**src/rtl/memcpy_engine.sv**
```systemverilog
// Background word-copy engine driving data-memory port 2; retries writes lost to port-1 collisions.
// Optional MEMCPY_OVERLAP_EN: copies overlapping dst>src ranges backward (memmove semantics).
module memcpy_engine #(
  parameter int MEM_WORDS = 64,
  parameter int ADDR_W    = 32
) (
  input  logic              clk,
  input  logic              reset,
  input  logic              start,
  input  logic [ADDR_W-1:0] src_addr,
  input  logic [ADDR_W-1:0] dst_addr,
  input  logic [ADDR_W-1:0] len_bytes,
  input  logic              core_we1,
  input  logic [31:0]       mem_rd2,
  output logic [ADDR_W-1:0] mem_a2,
  output logic              mem_we2,
  output logic [31:0]       mem_wd2,
  output logic              busy,
  output logic              done,
  output logic              err
);

  typedef enum logic [1:0] {IDLE, RD, WR, DONE} state_t;

  state_t            state;
  logic [ADDR_W-1:0] cur_src;
  logic [ADDR_W-1:0] cur_dst;
  logic [ADDR_W-1:0] rem;
  logic [31:0]       data_buf;
  logic              backward;
  logic              err_reg;

  logic              misaligned;
  logic              out_of_range;
  logic              overlap;
  logic [ADDR_W:0]   src_end_w;
  logic [ADDR_W:0]   dst_end_w;
`ifdef MEMCPY_OVERLAP_EN
  logic [ADDR_W:0]   src_end_b;
`endif

  // Word-index end points are formed one bit wider so a huge length cannot wrap past the check.
  always_comb begin
    misaligned   = |{src_addr[1:0], dst_addr[1:0], len_bytes[1:0]};
    src_end_w    = {3'b000, src_addr[ADDR_W-1:2]} + {3'b000, len_bytes[ADDR_W-1:2]};
    dst_end_w    = {3'b000, dst_addr[ADDR_W-1:2]} + {3'b000, len_bytes[ADDR_W-1:2]};
    out_of_range = (src_end_w > (ADDR_W+1)'(MEM_WORDS)) || (dst_end_w > (ADDR_W+1)'(MEM_WORDS));
`ifdef MEMCPY_OVERLAP_EN
    src_end_b    = {1'b0, src_addr} + {1'b0, len_bytes};
    overlap      = (dst_addr > src_addr) && ({1'b0, dst_addr} < src_end_b);
`else
    overlap      = 1'b0;
`endif
  end

  always_ff @(posedge clk) begin
    if (reset) begin
      state    <= IDLE;
      cur_src  <= '0;
      cur_dst  <= '0;
      rem      <= '0;
      data_buf <= '0;
      backward <= 1'b0;
      err_reg  <= 1'b0;
    end else begin
      case (state)
        IDLE: begin
          if (start) begin
            err_reg  <= 1'b0;
            rem      <= len_bytes;
            backward <= overlap;
            if (overlap) begin
              cur_src <= src_addr + len_bytes - ADDR_W'(4);
              cur_dst <= dst_addr + len_bytes - ADDR_W'(4);
            end else begin
              cur_src <= src_addr;
              cur_dst <= dst_addr;
            end
            if (misaligned || out_of_range) begin
              err_reg <= 1'b1;
            end else if (len_bytes == '0) begin
              state <= DONE;
            end else begin
              state <= RD;
            end
          end
        end
        RD: begin
          data_buf <= mem_rd2;
          state    <= WR;
        end
        WR: begin
          // A simultaneous port-1 write discards ours, so hold everything and write again.
          if (!core_we1) begin
            cur_src <= backward ? cur_src - ADDR_W'(4) : cur_src + ADDR_W'(4);
            cur_dst <= backward ? cur_dst - ADDR_W'(4) : cur_dst + ADDR_W'(4);
            rem     <= rem - ADDR_W'(4);
            state   <= (rem == ADDR_W'(4)) ? DONE : RD;
          end
        end
        DONE: state <= IDLE;
        default: state <= IDLE;
      endcase
    end
  end

  always_comb begin
    busy    = (state == RD) || (state == WR);
    done    = (state == DONE);
    mem_we2 = (state == WR);
    mem_a2  = (state == RD) ? cur_src : ((state == WR) ? cur_dst : '0);
    mem_wd2 = (state == WR) ? data_buf : 32'h0;
    err     = err_reg;
  end

endmodule

```
**config.mk**
```make
export PLATFORM = sky130hd
export DESIGN_NAME = memcpy_engine
export DESIGN_NICKNAME = d
export VERILOG_FILES = /design/src/rtl/memcpy_engine.sv
export SDC_FILE = /design/constraint.sdc
export NUM_CORES = 1
export LEC_CHECK = 0
export BUFFER_PORTS_ARGS = -buffer_cell sky130_fd_sc_hd__clkbuf_2
export CAP_MARGIN = 15
export CORE_MARGIN = 1.5
export CORE_UTILIZATION = 27
export DETAILED_ROUTE_END_ITERATION = 16
export PLACE_DENSITY = 0.49
export SLEW_MARGIN = 20
export SYNTH_ARGS = -nofsm -noshare
export SYNTH_HDL_FRONTEND = slang
export SYNTH_SLANG_ARGS = --single-unit
```
**constraint.sdc**
```tcl
create_clock -name clk -period 3.2 [get_ports clk]
set_input_delay 0.16 -clock clk [delete_from_list [all_inputs] [get_ports clk]]
set_output_delay 0.16 -clock clk [all_outputs]
set_load 0.05 [all_outputs]
```
==> impl_results.md, run 1 <==
- Crit Path Class: in2reg
- Overall power: 6.46 mW
- Avg Inst Size Synth: 6.97 um2
- Top cells by area, synth: dfxtp_1 23%, a21oi_1 8.1%, ha_1 7.6%, nand2_1 6.9%, nor2_1 6.3%
- Max VDD drop: 0.292 mV
- Die height: 209 um
- Maximum clock path buffer count: 2
- Crit path DAT: 3.41 ns
- Outcome: finished clean
- Max-cap violations: 0
- Area Overhead vs Synth: 34.4%
- Fin nets: 2206
- Async SR Flop Fraction: 0%
- Starting Density: ~27%
- Die area: 43500 um2
- #FFs+latches synth: 131
- Global-route usage over all layers: 22.9%
- Drt via density: approximately 5.4
- Placed Area: 14400 um2
- Buffers on Ports: 199
- YS warnings: 0
- Worst Hold Class: in2reg
- Critical path endpoint category: flop
- Post-route antenna net violation count: 0
- Critical Path Start Type: input port
- Root Buffer: clkbuf_16
- Most used DFF post-synth: dfxtp_1
- Final hold slack: 0.0640 ns
- Unique masters post-synth: just over 80
- Depth of the worst hold-timing path: 3
- Synth Instances: 1639
- Per-cell routed wire length: 19.7 um
- Share of layout cells above drive strength 1: a little under a quarter
- RSZ-0062 raised after global routing: no
- Pleak: ~6.4 nW
- HP Start: start
- Post-synth top area cell: dfxtp_1
- TritonCTS buffer count: 17
- FP Rows: 75
- Final hold vios: 0
- Setup Buffers After CTS: 0
- DR iter-0 viols: 1050
- Clock skew: ~0.015 ns
- RR Startpoint: cur_src[4]$_SDFFE_PP0P_
- ANT cells: 0
- Power Density: ~420 nW/um2
- Relative slew slack: between 40 and 50%
- Period utilization: 95.8%
- DPL Wire Length: 39.6 mm
- Initial antenna violation count: 2
- Post-Syn Area: between 10000 and 15000 um2
- Final setup vio count: 0
- Detailed Route WL: 50.3 mm
- Syn nets: 1842
- Post-synth top area share: 23.0%
- R2R cell count: 9
- Seq/Total Area, Yosys: 23.0%
- Fmax: 326 MHz
- Initial DRT Pass Iterations: 6
- Number of synthesized flops with an enable pin: 0
- Largest net degree at the start of global routing: 125
- CTS tree: built
- Worst endpoint required time: 3.54 ns
- GRT overflow: 0
- Layout fillers: 4532
- H-tree depth: 4
- Final Critical Period: slightly above 3 ns
- Fin cells: 2555
- Dpl cells: ~2.5k
- Clock slew at the register clock pins of the worst setup and hold paths: 0.07 ns
- Design area: 15300 um2
- Hold EP: err$_SDFFE_PP0P_
- Slew Limit Fails: 0
- FF-to-FF End: cur_src[29]$_SDFFE_PP0P_
- Critical path peak fanout: 5
- Flop2flop setup slack: 0.31 ns
- Clk Latency, worst-skew pair: 0.46 ns
- Core area: 41900 um2
- DIE WIDTH: 209 um
- Vias in the first global route: 13.1k
- Clock Sinks: around 130
- Slew @ Worst Pin: 0.760 ns
- Placer Congestion: 0.967
- Top Ports: 200
- First-pass GRT wire length: 77.1 mm
- Post-route DRC: 0
- Vias post-DR: 13.8k
## logic make-up (layout without fill, tap and decap cells)
group                      after synthesis  after routing  synth area share (%)
DFF                                    131            131                  23.0
buffers and inverters                  134            511                  4.88
adders and majority gates               71             71                  7.91
AOI/OAI and AO/OA                      536            536                  29.1
muxes                                   45             45                  3.97
and+or+nand+nor                        692            692                  28.9
xor gates and xnor gates                30             30                  2.30
## cells in the final DEF, fill, tap and decap left out, types with 35 or more instances in the layout
master      n
buf_4     213
nor3_1     53
mux2i_1    43
nand2_1   210
and2_1     40
nor2_1    191
nand3_1    41
clkbuf_2  198
dfxtp_1   131
a211oi_1   35
ha_1       67
o21ai_0   125
a21oi_1   185
## area by class of cell
class / count / area (um2) / area share [%]
Clock inverter: 13 / 114 / 0.742
Tap cell: 539 / 674 / 4.40
Inverter: 26 / 98.8 / 0.644
Multi-Input combinational cell: 1374 / 8290 / 54.0
Sequential cell: 131 / 2620 / 17.1
Clock buffer: 19 / 453 / 2.95
Timing Repair Buffer: 453 / 3090 / 20.1
## cell usage after synthesis, types with 4 or more instances
master     number
nand2_1       210
nor2_1        191
a21oi_1       185
dfxtp_1       131
o21ai_0       125
clkbuf_1       81
ha_1           69
nor3_1         54
mux2i_1        43
nand3_1        41
and2_1         40
a211oi_1       35
nand4_1        33
o22ai_1        27
a21o_1         26
inv_1          26
and3_1         19
nor4_1         18
xor2_1         18
a22oi_1        16
a31oi_1        15
o21a_1         14
nor2b_1        13
or3_1          12
xnor2_1        12
buf_2          10
nor3b_1        10
o31ai_1        10
buf_1           8
nand2b_1        8
nand3b_1        8
o21bai_1        8
or4_1           8
and4_1          7
buf_4           7
o211ai_1        7
o2bb2ai_1       7
a311oi_1        5
o2111ai_1       5
o32ai_1         5
or2_2           5
a221oi_1        4
## per-stage QoR
stage | worst slack, ns | util [%] | TNS, ns
2_1_floorplan | 0.0653 | - | 0
3_5_place_dp | -0.264 | 34.5 | -0.656
6_report | 0.136 | 36.7 | 0
3_3_place_gp | -0.377 | 34.5 | -0.983
5_1_grt | 0.000552 | 36.7 | 0
4_1_cts | 0.197 | 36.6 | 0
## timing repair
action / 4_1_cts / 5_1_grt
endpoints found under the hold margin: 34 / 0
resized for setup: 0 / 2
endpoints found under the setup margin: 0 / 3
hold buffers: 34 / 0
## worst max-delay path, cell delays in order
cell       delay, ns
clkbuf_2        0.11
ha_1            0.47
nand4_1         0.23
nor4_1          0.44
buf_4           0.19
o2111ai_1       0.10
nand2_1         0.19
nor2_1          0.09
o21ai_0         0.31
buf_4           0.20
and4_1          0.16
and4_1          0.26
a41oi_2         0.15
mux2_1          0.34
## routing by layer
| metal | global-route usage (%) | up-vias | part of all wire (%) |
|---|---|---|---|
| met1 | 31.0 | 6646 | 47 |
| met5 | 0 | - | 0.022 |
| met2 | 37.1 | 394 | 46 |
| met3 | 3.53 | 46 | 5.0 |
| met4 | 7.55 | 2 | 2.6 |
| li1 | - | 6750 | - |
## power breakdown
group / switching, mW / internal, mW / total, mW
combinational: 1.43 / 1.04 / 2.47
sequential: 0.201 / 1.83 / 2.03
clock: 0.915 / 1.06 / 1.97
total: 2.54 / 3.92 / 6.46
## how the worst max path moves through the flow
| stage | slack (ns) | from | cells past startpoint | to |
|---|---|---|---|---|
| 2_1_floorplan | 0.07 | state[0]$_SDFFE_PP0P_ | 8 | mem_a2[10] |
| 3_3_place_gp | -0.38 | src_addr[13] | 14 | state[1]$_SDFFE_PP0P_ |
| 3_5_place_dp | -0.26 | len_bytes[19] | 12 | state[1]$_SDFFE_PP0P_ |
| 4_1_cts | 0.20 | src_addr[13] | 14 | state[1]$_SDFFE_PP0P_ |
| 5_1_grt | 0.0006 | dst_addr[2] | 14 | state[1]$_SDFFE_PP0P_ |
| 6_report | 0.14 | len_bytes[14] | 14 | state[1]$_SDFFE_PP0P_ |
(Power assumes the default switching activity.)
==> inputs of run 2 (changes only) <==
CORE_MARGIN = default   (was 1.5)
REMOVE_ABC_BUFFERS = 1   (was default)
==> run 2 against run 1 <==
Cell area is 0.34% higher. Clock-buffer cell count increased by 1. Highest routed layer is now met4. Maximum frequency is 0.68% lower. Die area fell by 0.96%. Routed wire length is 6.1% lower. Combinational power shrank 2%. Flip-flop and latch count unchanged. Hold slack better by 0.034 ns. Sequential power barely moved. Register-to-register slack worse by 0.02 ns. Total power grew 1.5%. Critical path type unchanged. Non-clock buffer count is 6 lower.
==> impl_results.md, run 2 (synthesis results as in run 1) <==
- Final setup vio count: 0 (unchanged)
- Max VDD drop: 0.400 mV (was 0.292 mV)
- RSZ-0062 raised after global routing: no (unchanged)
- Share of layout cells above drive strength 1: 23.5% (was 23.7%)
- DPL Wire Length: 36.7 mm (was 39.6 mm)
- Post-route DRC: 0 (unchanged)
- Initial antenna violation count: 0 (was 2)
- Slew Limit Fails: 0 (unchanged)
- First-pass GRT wire length: 73.6 mm (was 77.1 mm)
- Slowest CP cell: fa_1 (was ha_1)
- Fin nets: 2200 (was 2206)
- Design area: 15400 um2 (was 15300 um2)
- Setup Buffers After CTS: 0 (unchanged)
- Maximum clock path buffer count: 2 (unchanged)
- Per-cell routed wire length: 18.6 um (was 19.7 um)
- Crit-path cells: clkbuf_2 -> ha_1 -> fa_1 -> a21o_1 -> a221oi_2 -> buf_4 -> o41a_2 -> a311oi_1 -> or3_1 -> a221o_1 -> nor4_2 -> and4b_1 -> a41oi_2 -> mux2_1 (was clkbuf_2 -> ha_1 -> nand4_1 -> nor4_1 -> buf_4 -> o2111ai_1 -> nand2_1 -> nor2_1 -> o21ai_0 -> buf_4 -> and4_1 -> and4_1 -> a41oi_2 -> mux2_1)
- Post-route antenna net violation count: 0 (unchanged)
- FP Rows: 74 (was 75)
- Area Overhead vs Synth: 34.8% (was 34.4%)
- Relative slew slack: 49.2% (was 48.8%)
- Slowest cell delay on critical path: 0.41 ns (was 0.47 ns)
- Worst Hold Class: in2reg (unchanged)
- H-tree depth: 4 (unchanged)
- Max-cap violations: 0 (unchanged)
- Vias in the first global route: 13.0k (was 13.1k)
- Placer Congestion: 0.955 (was 0.967)
- Final Critical Period: 3.09 ns (was 3.06 ns)
- CP Launch Point: len_bytes[2] (was len_bytes[14])
- DR iter-0 viols: 952 (was 1050)
- Most frequent cells in the layout: 210 x nand2_1, 208 x buf_4, 195 x clkbuf_2, 191 x nor2_1, 184 x a21oi_1 (was 213 x buf_4, 210 x nand2_1, 198 x clkbuf_2, 191 x nor2_1, 185 x a21oi_1)
- Critical path endpoint category: flop (unchanged)
- Worst path depth: 14 (unchanged)
- Commonest non-fill, non-tap cell in the layout: nand2_1 (was buf_4)
- Layout fillers: 4378 (was 4532)
- Detailed Route WL: 47.2 mm (was 50.3 mm)
- Dpl cells: 2476 (was 2489)
- R2R cell count: 9 (unchanged)
- Clock skew: 0.0215 ns (was 0.0152 ns)
- Crit path DAT: 3.42 ns (was 3.41 ns)
- Starting Density: 27.7% (was 27.3%)
- Placed Area: 14400 um2 (about the same)
- GRT overflow: 0 (unchanged)
- Fmax: 324 MHz (was 326 MHz)
- HP Start: start (unchanged)
- Crit Path Class: in2reg (unchanged)
- Clk Latency, worst-skew pair: 0.47 ns (was 0.46 ns)
- Die area: 43100 um2 (was 43500 um2)
- Setup_tns: 0 ns (unchanged)
- Initial DRT Pass Iterations: 5 (was 6)
- Clock slew at the register clock pins of the worst setup and hold paths: 0.06 ns (was 0.07 ns)
- Clock Sinks: 131 (unchanged)
- CTS tree: built (unchanged)
- Vias post-DR: 13.5k (was 13.8k)
- Largest net degree at the start of global routing: 162 (was 125)
- DIE WIDTH: 208 um (was 209 um)
- Delay-heaviest family, CP: compound AO/OA/AOI/OAI gates (was simple AND/OR/NAND/NOR gates)
- Drt via density: 5.32 (was 5.42)
- Global-route usage over all layers: 21.8% (was 22.9%)
- Fin cells: 2543 (was 2555)
- Die height: 208 um (was 209 um)
- Slew @ Worst Pin: 0.762 ns (was 0.760 ns)
- RR Startpoint: cur_src[2]$_SDFFE_PP0P_ (was cur_src[4]$_SDFFE_PP0P_)
- Critical path peak fanout: 4 (was 5)
- Top Ports: 200 (unchanged)
- CP bufs+invs: 2 (was 3)
- TritonCTS buffer count: 17 (unchanged)
- Power Density: 426 nW/um2 (was 421 nW/um2)
- Pleak: 6.44 nW (was 6.43 nW)
- Outcome: finished clean (unchanged)
- Critical Path Start Type: input port (unchanged)
- Depth of the worst hold-timing path: 3 (unchanged)
- Period utilization: 96.4% (was 95.8%)
- Buffers on Ports: 199 (unchanged)
- Core area: 41300 um2 (was 41900 um2)
- Final hold vios: 0 (unchanged)
- Root Buffer: clkbuf_16 (unchanged)
- Worst endpoint required time: 3.54 ns (about the same)
==> run 2: report_power, final <==
| group | switching, mW | internal (mW) |
|---|---|---|
| clock | 0.850 | 1.27 |
| sequential | 0.192 | 1.83 |
| combinational | 1.38 | 1.04 |
==> run 2: layout make-up <==
cell class	count	area, um2	area share [%]
Sequential cell	131	2620	17.0
Inverter	26	98.8	0.642
Clock inverter	12	155	1.01
Timing Repair Buffer	447	3100	20.1
Antenna cell	1	2.50	0.0163
Tap cell	532	666	4.32
Clock buffer	20	457	2.97
Multi-Input combinational cell	1374	8300	53.9
==> run 2: timing repair <==
action                                  CTS  global route
hold endpoints to repair                 33             0
resized for setup                         0             3
endpoints found under the setup margin    0             2
hold buffers                             33             0
==> run 2: worst min-delay path: stages <==
cell	delay, ns
clkbuf_2	0.12
a21oi_1	0.16
a211oi_1	0.06
==> run 2: metrics by stage <==
| stage | power (mW) | hold WS, ns | util, % | worst slack [ns] |
|---|---|---|---|---|
| finish | 6.56 | 0.0980 | 37.3 | 0.115 |
| global route | 6.97 | 0.0798 | 37.3 | 0.0225 |
| CTS | 6.60 | 0.0663 | 37.2 | 0.187 |
| detailed placement | 4.41 | 0.406 | 34.9 | -0.306 |
| global placement | 4.39 | 0.396 | 34.9 | -0.246 |
| floorplan | 3.39 | 0.229 | - | -6.00 |
==> run 2: final timing paths <==
path                                   end  slack [ns]
hold reg to reg   cur_dst[31]$_SDFFE_PP0P_        0.48
hold / removal            err$_SDFFE_PP0P_         0.1
setup / recovery     state[1]$_SDFFE_PP0P_        0.11
setup reg to reg  cur_src[29]$_SDFFE_PP0P_        0.29
==> run 2: routing by layer <==
layer / GRT usage [%] / routed length [um] / vias to the layer above
li1: - / - / 6740
met1: 28.1 / 21500 / 6418
met2: 37.3 / 22700 / 338
met3: 3.77 / 2160 / 41
met4: 5.90 / 831 / 0
met5: 0 / 0 / -
==> inputs of run 3 (changes only) <==
CORE_ASPECT_RATIO = 2   (was default)
==> run 3 against run 2 <==
Sequential share of layout area down 0.065 points. Sequential power about the same. Via count up 2.1%. Core utilization down 0.29 points. Register-to-register slack worse by 0.06 ns. Hold slack worse by 0.027 ns. Total power down 0.62%. Critical endpoint unchanged.
==> impl_results.md, run 3 (synthesis results as in run 1) <==
- CTS tree: built (unchanged)
- Final hold vios: 0 (unchanged)
- Clock skew: 0.0104 ns (was 0.0215 ns)
- Clk Latency, worst-skew pair: 0.47 ns (about the same)
- Buffers on Ports: 199 (unchanged)
- H-tree depth: 4 (unchanged)
- Share of layout cells above drive strength 1: 24.0% (was 23.5%)
- Die height: 293 um (was 208 um)
- Slew @ Worst Pin: 0.798 ns (was 0.762 ns)
- Dpl cells: 2495 (was 2476)
- Period utilization: 96.1% (was 96.4%)
- Switching power: 2.49 mW (was 2.42 mW)
- Placed Area: 14500 um2 (was 14400 um2)
- Core area: 41800 um2 (was 41300 um2)
- Crit-path cells: clkbuf_2 -> ha_1 -> fa_1 -> a21o_1 -> a221oi_4 -> o41a_2 -> a311oi_1 -> or3_1 -> a221o_1 -> nor4_2 -> and4b_2 -> a41oi_2 -> mux2_1 (was clkbuf_2 -> ha_1 -> fa_1 -> a21o_1 -> a221oi_2 -> buf_4 -> o41a_2 -> a311oi_1 -> or3_1 -> a221o_1 -> nor4_2 -> and4b_1 -> a41oi_2 -> mux2_1)
- Placer Congestion: 0.987 (was 0.955)
- Comb pwr share: 38.0% (was 37.0%)
- Most frequent cells in the layout: 222 x buf_4, 210 x nand2_1, 194 x clkbuf_2, 191 x nor2_1, 185 x a21oi_1 (was 210 x nand2_1, 208 x buf_4, 195 x clkbuf_2, 191 x nor2_1, 184 x a21oi_1)
- Area Overhead vs Synth: 35.3% (was 34.8%)
- Int Power: 4.03 mW (was 4.13 mW)
- Die area: 43200 um2 (was 43100 um2)
- Final setup vio count: 0 (unchanged)
- Critical path endpoint category: flop (unchanged)
- First-pass GRT wire length: 79.4 mm (was 73.6 mm)
- Drt via density: 5.39 (was 5.32)
- Relative slew slack: 46.8% (was 49.2%)
- R2R cell count: 9 (unchanged)
- Sequential share of power: 31.0% (was 30.8%)
- Initial antenna violation count: 0 (unchanged)
- Critical path peak fanout: 4 (unchanged)
- Clock Power Share: 30.9% (was 32.2%)
- Outcome: finished clean (unchanged)
- Depth of the worst hold-timing path: 3 (unchanged)
- Hold EP: err$_SDFFE_PP0P_ (unchanged)
- Root Buffer: clkbuf_16 (unchanged)
- HP Start: start (unchanged)
- Slowest CP cell: fa_1 (unchanged)
- Top Ports: 200 (unchanged)
- DR iter-0 viols: 654 (was 952)
- Per-cell routed wire length: 20.4 um (was 18.6 um)
- RR Startpoint: cur_src[5]$_SDFFE_PP0P_ (was cur_src[2]$_SDFFE_PP0P_)
- Maximum clock path buffer count: 2 (unchanged)
- Crit Path Class: in2reg (unchanged)
- Final Critical Period: 3.07 ns (was 3.09 ns)
- Initial DRT Pass Iterations: 8 (was 5)
- Vias post-DR: 13.8k (was 13.5k)
- Clock slew at the register clock pins of the worst setup and hold paths: 0.06 ns (about the same)
- GRT overflow: 0 (unchanged)
- Max VDD drop: 0.443 mV (was 0.400 mV)
- Final core utilization: 37.0% (was 37.3%)
- Critical Path Start Type: input port (unchanged)
- Flop2flop setup slack: 0.23 ns (was 0.29 ns)
- Fin cells: 2563 (was 2543)
- Post-route antenna net violation count: 0 (unchanged)
- Switch share: 38.1% (was 37.0%)
- FP Rows: 106 (was 74)
- Power Density: 422 nW/um2 (was 426 nW/um2)
- Vias in the first global route: 13.8k (was 13.0k)
- Worst endpoint required time: 3.54 ns (about the same)
- Overall power: 6.52 mW (was 6.56 mW)
- Worst Hold Class: in2reg (unchanged)
- DPL Wire Length: 41.6 mm (was 36.7 mm)
- RSZ-0062 raised after global routing: no (unchanged)
- Pleak: 6.48 nW (was 6.44 nW)
- FF-to-FF End: cur_src[29]$_SDFFE_PP0P_ (unchanged)
- Slew Limit Fails: 0 (unchanged)
- Slowest cell delay on critical path: 0.41 ns (about the same)
- Fin nets: 2212 (was 2200)
- Design area: 15500 um2 (was 15400 um2)
- Max-cap violations: 0 (unchanged)
- TritonCTS buffer count: 17 (unchanged)
- Detailed Route WL: 52.4 mm (was 47.2 mm)
- Clock Sinks: 131 (unchanged)
- Fmax: 325 MHz (was 324 MHz)
- Post-route DRC: 0 (unchanged)
- Commonest non-fill, non-tap cell in the layout: buf_4 (was nand2_1)
- Starting Density: 27.3% (was 27.7%)
- Global-route usage over all layers: 24.4% (was 21.8%)
- DIE WIDTH: 147 um (was 208 um)
- Crit path DAT: 3.42 ns (about the same)
- Largest net degree at the start of global routing: 120 (was 162)
-- run 3: final cells by class --
cell class | count | area, um2
Fill cell | 4502 | 26300
Clock inverter | 12 | 131
Inverter | 26 | 98.8
Antenna cell | 1 | 2.50
Sequential cell | 131 | 2620
Tap cell | 540 | 676
Clock buffer | 20 | 447
Timing Repair Buffer | 459 | 3160
Multi-Input combinational cell | 1374 | 8320
-- run 3: worst max path at each step --
stage | startpoint | end | slack, ns | depth (start not counted)
2_1_floorplan | state[0]$_SDFFE_PP0P_ | mem_a2[11] | -6.00 | 4
6_report | len_bytes[2] | state[1]$_SDFFE_PP0P_ | 0.13 | 13
3_3_place_gp | len_bytes[2] | state[1]$_SDFFE_PP0P_ | -0.36 | 13
5_1_grt | len_bytes[2] | state[1]$_SDFFE_PP0P_ | 0.004 | 13
3_5_place_dp | len_bytes[2] | state[1]$_SDFFE_PP0P_ | -0.44 | 13
4_1_cts | cur_dst[2]$_SDFFE_PP0P_ | cur_dst[30]$_SDFFE_PP0P_ | 0.02 | 11
-- run 3: metal layers --
| metal | track usage, % | up-vias | wire [um] |
|---|---|---|---|
| li1 | - | 6764 | - |
| met1 | 23.7 | 6494 | 18500 |
| met2 | 45.4 | 419 | 27500 |
| met3 | 3.38 | 140 | 1990 |
| met4 | 20.0 | 0 | 4330 |
| met5 | 0 | - | 0 |
-- run 3: stage by stage --
| step | hold slack, ns | setup TNS, ns | setup slack [ns] |
|---|---|---|---|
| final | 0.0710 | 0 | 0.126 |
| after global routing | 0.0605 | 0 | 0.00374 |
| after detailed placement | 0.402 | -1.16 | -0.438 |
| after CTS | 0.0394 | 0 | 0.0204 |
| after floorplan | 0.229 | -588.40 | -6.00 |
| after global placement | 0.396 | -0.934 | -0.360 |
-- run 3: worst max-delay path: cells and delay by family --
family,cells,cell delay (ns)
compound gates,6,1.36
buf+inv,1,0.13
fa+ha+maj,2,0.63
mux,1,0.34
simple gates,3,0.80
-- run 3: repair_timing --
item | CTS | global route
setup buffers | 0 | 1
endpoints found under the hold margin | 34 | 0
endpoints found under the setup margin | 0 | 7
hold buffers | 34 | 0
gates resized for setup | 0 | 9
-- run 3: power groups by stage --
stage | sequential, mW | clock, mW | combinational, mW
after floorplan | 2.00 | 0 | 1.39
after global placement | 2.05 | 0 | 2.40
after detailed placement | 2.06 | 0 | 2.42
after CTS | 2.02 | 2.08 | 2.46
after global routing | 2.05 | 2.13 | 2.70
final | 2.02 | 2.02 | 2.48
